[config.mk]
export PLATFORM = sky130hd
export DESIGN_NAME = pc_stack
export DESIGN_NICKNAME = d
export VERILOG_FILES = /design/src/rtl/pc_stack.sv
export SDC_FILE = /design/constraint.sdc
export NUM_CORES = 1
export LEC_CHECK = 0
export BUFFER_PORTS_ARGS = -buffer_cell sky130_fd_sc_hd__buf_2
export CORE_MARGIN = 2
export CORE_UTILIZATION = 53
export CTS_CLUSTER_SIZE = 24
export DETAILED_ROUTE_END_ITERATION = 10
export GPL_ROUTABILITY_DRIVEN = 1
export PLACE_DENSITY = 0.73
export RECOVER_POWER = 100
export SYNTH_ARGS = -nofsm -noshare
export SYNTH_HDL_FRONTEND = slang
export SYNTH_SLANG_ARGS = --single-unit
[constraint.sdc]
create_clock -name clock -period 2.3 [get_ports clock]
set_clock_uncertainty 0.15 [all_clocks]
set_input_delay 0.345 -clock clock [delete_from_list [all_inputs] [get_ports clock]]
set_output_delay 0.345 -clock clock [all_outputs]
set_load 0.05 [all_outputs]
[src/rtl/pc_stack.sv]
// Program counter with a hardware call/return stack for the nRisk core.
// Holds the fetch address and updates it each clock. Supports stall, absolute
// jump, PC-relative branch, and call/return with sticky overflow/underflow flags.
module pc_stack #(
   parameter int WIDTH      = 8,
   parameter int DEPTH      = 4,
   parameter int RESET_ADDR = 0,
   parameter int STEP       = 1
) (
   input  logic                       clock,
   input  logic                       reset_n,
   input  logic                       enable,
   input  logic                       jump,
   input  logic                       branch,
   input  logic                       call,
   input  logic                       ret,
   input  logic [WIDTH-1:0]           target,
   input  logic [WIDTH-1:0]           offset,
   output logic [WIDTH-1:0]           pc,
   output logic [WIDTH-1:0]           stack_top,
   output logic [$clog2(DEPTH+1)-1:0] depth,
   output logic                       overflow,
   output logic                       underflow
);

   localparam int DW = $clog2(DEPTH + 1);

   logic [WIDTH-1:0] pc_q, pc_d;
   logic [DW-1:0]    depth_q, depth_d;
   logic [WIDTH-1:0] stack_q [DEPTH];
   logic [WIDTH-1:0] stack_d [DEPTH];
   logic             overflow_q, overflow_d;
   logic             underflow_q, underflow_d;

   logic [WIDTH-1:0] pcInc;
   logic [WIDTH-1:0] topVal;
   logic [DW-1:0]    topIdx;

   // Select the return address at the top of the stack; reads as 0 when empty.
   always_comb begin
      topIdx = depth_q - DW'(1);
      topVal = '0;
      for (int i = 0; i < DEPTH; i++) begin
         if ((depth_q != '0) && (DW'(i) == topIdx)) begin
            topVal = stack_q[i];
         end
      end
   end

   // Next-state logic: one command acts per enabled cycle, ret > call > jump > branch > sequential.
   always_comb begin
      pcInc       = pc_q + WIDTH'(STEP);
      pc_d        = pc_q;
      depth_d     = depth_q;
      stack_d     = stack_q;
      overflow_d  = overflow_q;
      underflow_d = underflow_q;
      if (enable) begin
         if (ret) begin
            if (depth_q != '0) begin
               pc_d    = topVal;
               depth_d = depth_q - DW'(1);
               for (int i = 0; i < DEPTH; i++) begin
                  if (DW'(i) == topIdx) begin
                     stack_d[i] = '0;
                  end
               end
            end else begin
               underflow_d = 1'b1;
               pc_d        = pcInc;
            end
         end else if (call) begin
            if (depth_q != DW'(DEPTH)) begin
               for (int i = 0; i < DEPTH; i++) begin
                  if (DW'(i) == depth_q) begin
                     stack_d[i] = pcInc;
                  end
               end
               depth_d = depth_q + DW'(1);
               pc_d    = target;
            end else begin
               overflow_d = 1'b1;
               pc_d       = pcInc;
            end
         end else if (jump) begin
            pc_d = target;
         end else if (branch) begin
            pc_d = pc_q + offset;
         end else begin
            pc_d = pcInc;
         end
      end
   end

   // State registers with asynchronous active-low reset.
   always_ff @(posedge clock or negedge reset_n) begin
      if (!reset_n) begin
         pc_q        <= WIDTH'(RESET_ADDR);
         depth_q     <= '0;
         stack_q     <= '{default: '0};
         overflow_q  <= 1'b0;
         underflow_q <= 1'b0;
      end else begin
         pc_q        <= pc_d;
         depth_q     <= depth_d;
         stack_q     <= stack_d;
         overflow_q  <= overflow_d;
         underflow_q <= underflow_d;
      end
   end

   assign pc        = pc_q;
   assign stack_top = topVal;
   assign depth     = depth_q;
   assign overflow  = overflow_q;
   assign underflow = underflow_q;

endmodule

==> impl_metrics.env, run 1 <==
export IMPL_status="complete, but fails checks"
export IMPL_violations="setup timing"
export IMPL_preCtsSetupSlack_ns=-0.0952
export IMPL_worstHoldStart="enable"
export IMPL_hp_class="primary input to register"
export IMPL_ys_warn_count=0
export IMPL_finalSetupViolCount=8
export IMPL_synth_top_flop_cell="dfrtp_1"
export IMPL_grt_pass1_wl_um=16000
export IMPL_fmax_ghz=0.388
export IMPL_cts_root_buf="clkbuf_8"
export IMPL_insertion_delay_ns=0.32
export IMPL_synth_edff_count=0
export IMPL_reg2reg_to="stack_q[26]"
export IMPL_min_period_ns=2.58
export IMPL_routed_wl_um=9710
export IMPL_synth_top_area_share=0.339
export IMPL_endpoint_kind="output pin"
export IMPL_pin_count=44
export IMPL_dr_total_vias=3217
export IMPL_worst_setup_hold_path_clk_slew_ns=0.10
export IMPL_r2r_start="depth[0]"
export IMPL_arrival_ns=2.08
export IMPL_synth_distinct_cells=64
export IMPL_grt_max_degree=27
export IMPL_dp_hpwl_um=6950
export IMPL_drtPass1Iterations=5
export IMPL_r2r_cells=8
export IMPL_die_y_um=83.2
export IMPL_ys_async_sr_fraction=1.00
export IMPL_synth_seq_cells=45
export IMPL_ctsHtreeMaxLevel=2
export IMPL_overflow=0
export IMPL_first_iter_violations=278
export IMPL_synth_yosys_seq_area_share=0.339
export IMPL_worstSetupStartpointType="register"
export IMPL_grt_usage=0.286
export IMPL_synth_fp_nets=401
export IMPL_period_share=1.12
export IMPL_r2r_setup_slack_ns=0.05
export IMPL_yosys_area_top_type="dfrtp_1"
export IMPL_drcViolationCount=0
export IMPL_cap_violations=0
export IMPL_rows=28
export IMPL_nNetsFinal=489
export IMPL_fin_area_sq_um=4370
export IMPL_clockBufferDepth=2
export IMPL_relSlewSlack=0.441
export IMPL_cp_max_fo=6
export IMPL_worstSetupPathType="register to output pin"
export IMPL_rsz0062_at_grt="yes"
export IMPL_syn_inst=362
export IMPL_holdPathStages=2
export IMPL_syn_area_sq_um=3320
export IMPL_yosysMostFrequentCell="dfrtp_1"
export IMPL_crit_required_ns=1.80
export IMPL_synthTopCellsByArea="dfrtp_1, mux2_1, ha_1"
export IMPL_p_leak_uw=0.00195
export IMPL_core_sq_um=5990
export IMPL_dieArea_sq_um=6920
export IMPL_numCtsBuffers=5
export IMPL_drive_gt1_frac=0.344
export IMPL_layout_setup_ws_ns=-0.276
export IMPL_worst_slew_pin_transition_ns=0.839
export IMPL_timing_setup_tns_ns=-1.84
export IMPL_cts_tree="yes"
export IMPL_antennaDiodeCount=0
export IMPL_ant_nets=0
export IMPL_placed_area_sq_um=4000
export IMPL_ir_drop_mv=0.896
export IMPL_post_drt_wl_per_cell_um=18.5
export IMPL_power_density_nw_per_um2=1420
export IMPL_grt_pass1_vias=3223
export IMPL_power_uw=6220
export IMPL_portBuffers=43
export IMPL_area_delta_synth_final_pct=31.6
export IMPL_gp_congestion=0.895
export IMPL_hold_end="pc[1]"
export IMPL_dieWidth_um=83.2
export IMPL_post_drt_via_cell_ratio=6.12
export IMPL_final_hold_viol_count=0
export IMPL_start_util=0.555
export IMPL_synth_area_per_cell_sq_um=9.18
export IMPL_maxSlewViolCount=0
export IMPL_yosys_top_cells_count="dfrtp_1, mux2_1, nand2_1, nor2_1"
export IMPL_clock_sinks=45
export IMPL_antenna_found_initial=0
## flip-flops by register name (all words and copies together), names as in the netlist
register / cells
overflow: 1
stack_q: 32
pc: 8
underflow: 1
depth: 3
## layout make-up
type                       count  area (sq um)
multi-input combinational    281          2260
fill                         449          1620
sequential                    45          1130
timing repair buffer          99           698
tap                           75          93.8
inverter                      18          87.6
clock buffer                   5          68.8
clock inverter                 3          26.3
## layer usage
metal,global-route usage,wire [um],part of all wire,vias to the layer above
met1,0.353,4000,0.41,1549
met2,0.499,4950,0.51,143
met4,0.101,169,0.017,0
met3,0.0537,589,0.061,24
met5,0,0,0,-
li1,-,-,-,1501
## cells by family after synthesis
logic type	synth area share
muxes	0.133
AOI/OAI and AO/OA	0.220
DFF	0.339
and+or+nand+nor	0.174
xor gates and xnor gates	0.0237
buffers and inverters	0.0456
adders and majority gates	0.0655
## cells in the final DEF (no fill, tap or decap), drive strengths merged, types with 5 or more instances in the layout
cell type  synthesis  final
buf                7     93
dfrtp             45     45
mux2              33     33
nand2             33     33
nor2              27     27
o21ai             26     26
a21oi             17     17
inv               18     17
ha                15     15
clkbuf            11     10
nand3              9      9
nand2b             8      8
a211oi             8      8
mux2i              7      7
o211ai             6      6
o21bai             6      6
a21o               5      5
nand4              5      5
and3               5      5
xnor2              5      5
## per-stage QoR
stage,hold WS (ns),utilization,instances
3_3_place_gp,0.0390,0.668,505
6_report,0.264,0.730,526
4_1_cts,0.233,0.717,522
5_1_grt,0.269,0.730,526
3_5_place_dp,0.0373,0.668,505
2_1_floorplan,-0.101,-,362
## timing repair
action / in CTS / in global routing
resized for setup: 35 / 14
endpoints found under the hold margin: 19 / 0
hold buffers: 1 / 0
setup endpoints to repair: 40 / 44
buffers inserted: 8 / 6
pin swaps: 6 / 14
## critical path, stage by stage (launching register included)
cell and delay (ns):
dfrtp_4 0.53, inv_6 0.10, ha_4 0.19, buf_6 0.14, nand3b_1 0.13, a2bb2oi_2 0.07, mux2i_1 0.13, o21a_1 0.20
clkinvlp_4 0.12, buf_8 0.15
## report_power, final
group / internal (uW) / switching, uW
clock: 222 / 317
combinational: 1800 / 2420
sequential: 1130 / 324
## how the worst max path moves through the flow
stage | end | startpoint | slack, ns
2_1_floorplan | stack_top[0] | depth[1] | -0.19
3_3_place_gp | pc[6] | offset[0] | -0.05
3_5_place_dp | pc[6] | offset[0] | -0.1
4_1_cts | stack_top[5] | depth[0] | -0.23
5_1_grt | stack_top[6] | depth[0] | -0.36
6_report | stack_top[5] | depth[0] | -0.28
Note: power is estimated with default switching activity, not from simulation.
==> inputs of run 2 (changes only) <==
Settings changed: SKIP_LAST_GASP set to 1.
==> run 2 against run 1 <==
Effect of this change: worst setup slack lost 0.0038 ns; the flow still finishes with violations (setup timing); highest routed layer unchanged; flip-flop and latch count is the same; sequential power barely moved.
==> impl_metrics.env, run 2 (synthesized netlist as in run 1, its figures left out) <==
export IMPL_status="complete, but fails checks"
export IMPL_violations="setup timing"
export IMPL_post_drt_via_cell_ratio=6.13
export IMPL_ant_nets=0
export IMPL_grt_usage=0.285
export IMPL_dr_total_vias=3222
export IMPL_crit_slowest_cell="dfrtp_4"
export IMPL_die_y_um=83.2
export IMPL_area_delta_synth_final_pct=32.1
export IMPL_crit_chain="inv_6, ha_4, buf_6, buf_4, a21o_1, o211ai_1, o211ai_1, buf_4"
export IMPL_nNetsFinal=489
export IMPL_grt_pass1_wl_um=16000
export IMPL_grt_max_degree=27
export IMPL_period_share=1.12
export IMPL_dieWidth_um=83.2
export IMPL_cts_tree="yes"
export IMPL_routed_wl_um=9730
export IMPL_power_density_nw_per_um2=1430
export IMPL_hp_class="primary input to register"
export IMPL_numCtsBuffers=5
export IMPL_fmax_ghz=0.388
export IMPL_worstSetupStartpointType="register"
export IMPL_dp_hpwl_um=6950
export IMPL_largest_reg_flops=32
export IMPL_cts_root_buf="clkbuf_8"
export IMPL_endpoint_kind="output pin"
export IMPL_overflow=0
export IMPL_worst_setup_hold_path_clk_slew_ns=0.10
export IMPL_p_leak_uw=0.00195
export IMPL_rsz0062_at_grt="yes"
export IMPL_insertion_delay_ns=0.32
export IMPL_maxSlewViolCount=0
export IMPL_first_iter_violations=236
export IMPL_ir_drop_mv=0.889
export IMPL_final_common_cell="buf_4"
export IMPL_portBuffers=43
export IMPL_layout_setup_ws_ns=-0.279
export IMPL_drcViolationCount=0
export IMPL_post_drt_wl_per_cell_um=18.5
export IMPL_cp_top_family="buffers and inverters"
export IMPL_whs_ns=0.271
export IMPL_cap_violations=0
export IMPL_arrival_ns=2.08
export IMPL_preCtsSetupSlack_ns=-0.0952
export IMPL_rows=28
export IMPL_clock_sinks=45
export IMPL_worst_slew_pin_transition_ns=0.824
export IMPL_drive_gt1_frac=0.346
export IMPL_final_hold_viol_count=0
export IMPL_antenna_found_initial=0
export IMPL_crit_required_ns=1.80
export IMPL_finalSetupViolCount=8
export IMPL_worstSetupPathType="register to output pin"
export IMPL_max_stage_delay_ns=0.48
export IMPL_final_util=0.733
export IMPL_gp_congestion=0.895
export IMPL_core_sq_um=5990
export IMPL_start_util=0.555
export IMPL_grt_pass1_vias=3190
export IMPL_cp_max_fo=6
export IMPL_final_cell_mix="buf_4, dfrtp_1, mux2_1, buf_2, nand2_1"
export IMPL_pin_count=44
export IMPL_relSlewSlack=0.450
export IMPL_path_buf_inv=4
export IMPL_min_period_ns=2.58
export IMPL_antennaDiodeCount=0
export IMPL_fill_cells=445
export IMPL_ctsHtreeMaxLevel=2
export IMPL_dieArea_sq_um=6920
export IMPL_clockBufferDepth=2
export IMPL_drtPass1Iterations=5
export IMPL_regMostFlops="stack_q"
-- run 2: cell counts in the layout (fill, tap and decap cells not counted) --
Identical to the previous run, type by type.
-- run 2: worst paths after layout --
| check | startpoint | end | slack, ns | depth (start not counted) |
|---|---|---|---|---|
| min | enable | pc[1] | 0.27 | 2 |
| max reg2reg | depth[0] | pc[4] | 0.04 | 11 |
| max | depth[0] | stack_top[0] | -0.28 | 8 |
| min reg2reg | overflow | overflow | 0.34 | 1 |
| max in group asynchronous | reset_n | depth[0] | 0.55 | 3 |
| min in group asynchronous | reset_n | stack_q[24] | 0.30 | 2 |
-- run 2: per-stage QoR --
step                      cells  instance area, sq um  TNS [ns]  power, uW
after floorplan             362                  3460    -0.931       3920
after global placement      505                  4000   -0.0695       4980
after detailed placement    505                  4000    -0.320       5060
after CTS                   522                  4280     -1.57       5960
after global routing        526                  4390     -2.76       6660
final                       526                  4390     -1.86       6260
-- run 2: layer usage --
layer	global-route usage	share of wire	vias to the layer above
li1	-	-	1503
met1	0.355	0.41	1569
met2	0.498	0.52	130
met3	0.0527	0.058	20
met4	0.0939	0.014	0
met5	0	0	-
-- run 2: report_power, final --
part / internal, uW / switching [uW] / total (uW)
clock: 222 / 319 / 541
combinational: 1830 / 2430 / 4250
sequential: 1130 / 329 / 1460
total: 3180 / 3080 / 6260
-- run 2: cell type report --
cell class / count / area (sq um) / area share
inverter: 18 / 87.6 / 0.0200
clock inverter: 3 / 26.3 / 0.00599
sequential: 45 / 1130 / 0.259
timing repair buffer: 99 / 698 / 0.159
tap: 75 / 93.8 / 0.0214
multi-input combinational: 281 / 2280 / 0.519
clock buffer: 5 / 68.8 / 0.0157
-- run 2: worst register-to-register path: cells and delay by family (launching register included) --
kind | cells | cell delay [ns]
buffers and inverters | 5 | 0.69
DFF | 1 | 0.53
and+or+nand+nor | 2 | 0.22
adders and majority gates | 1 | 0.19
AOI/OAI and AO/OA | 3 | 0.38
-- run 2: timing repair --
action                                 4_1_cts  5_1_grt
pin swaps                                    6       14
setup buffers                                8        6
gates resized for setup                     31       22
setup endpoints to repair                   40       44
hold buffers                                 1        0
endpoints found under the hold margin       19        0
cloned                                       0        0
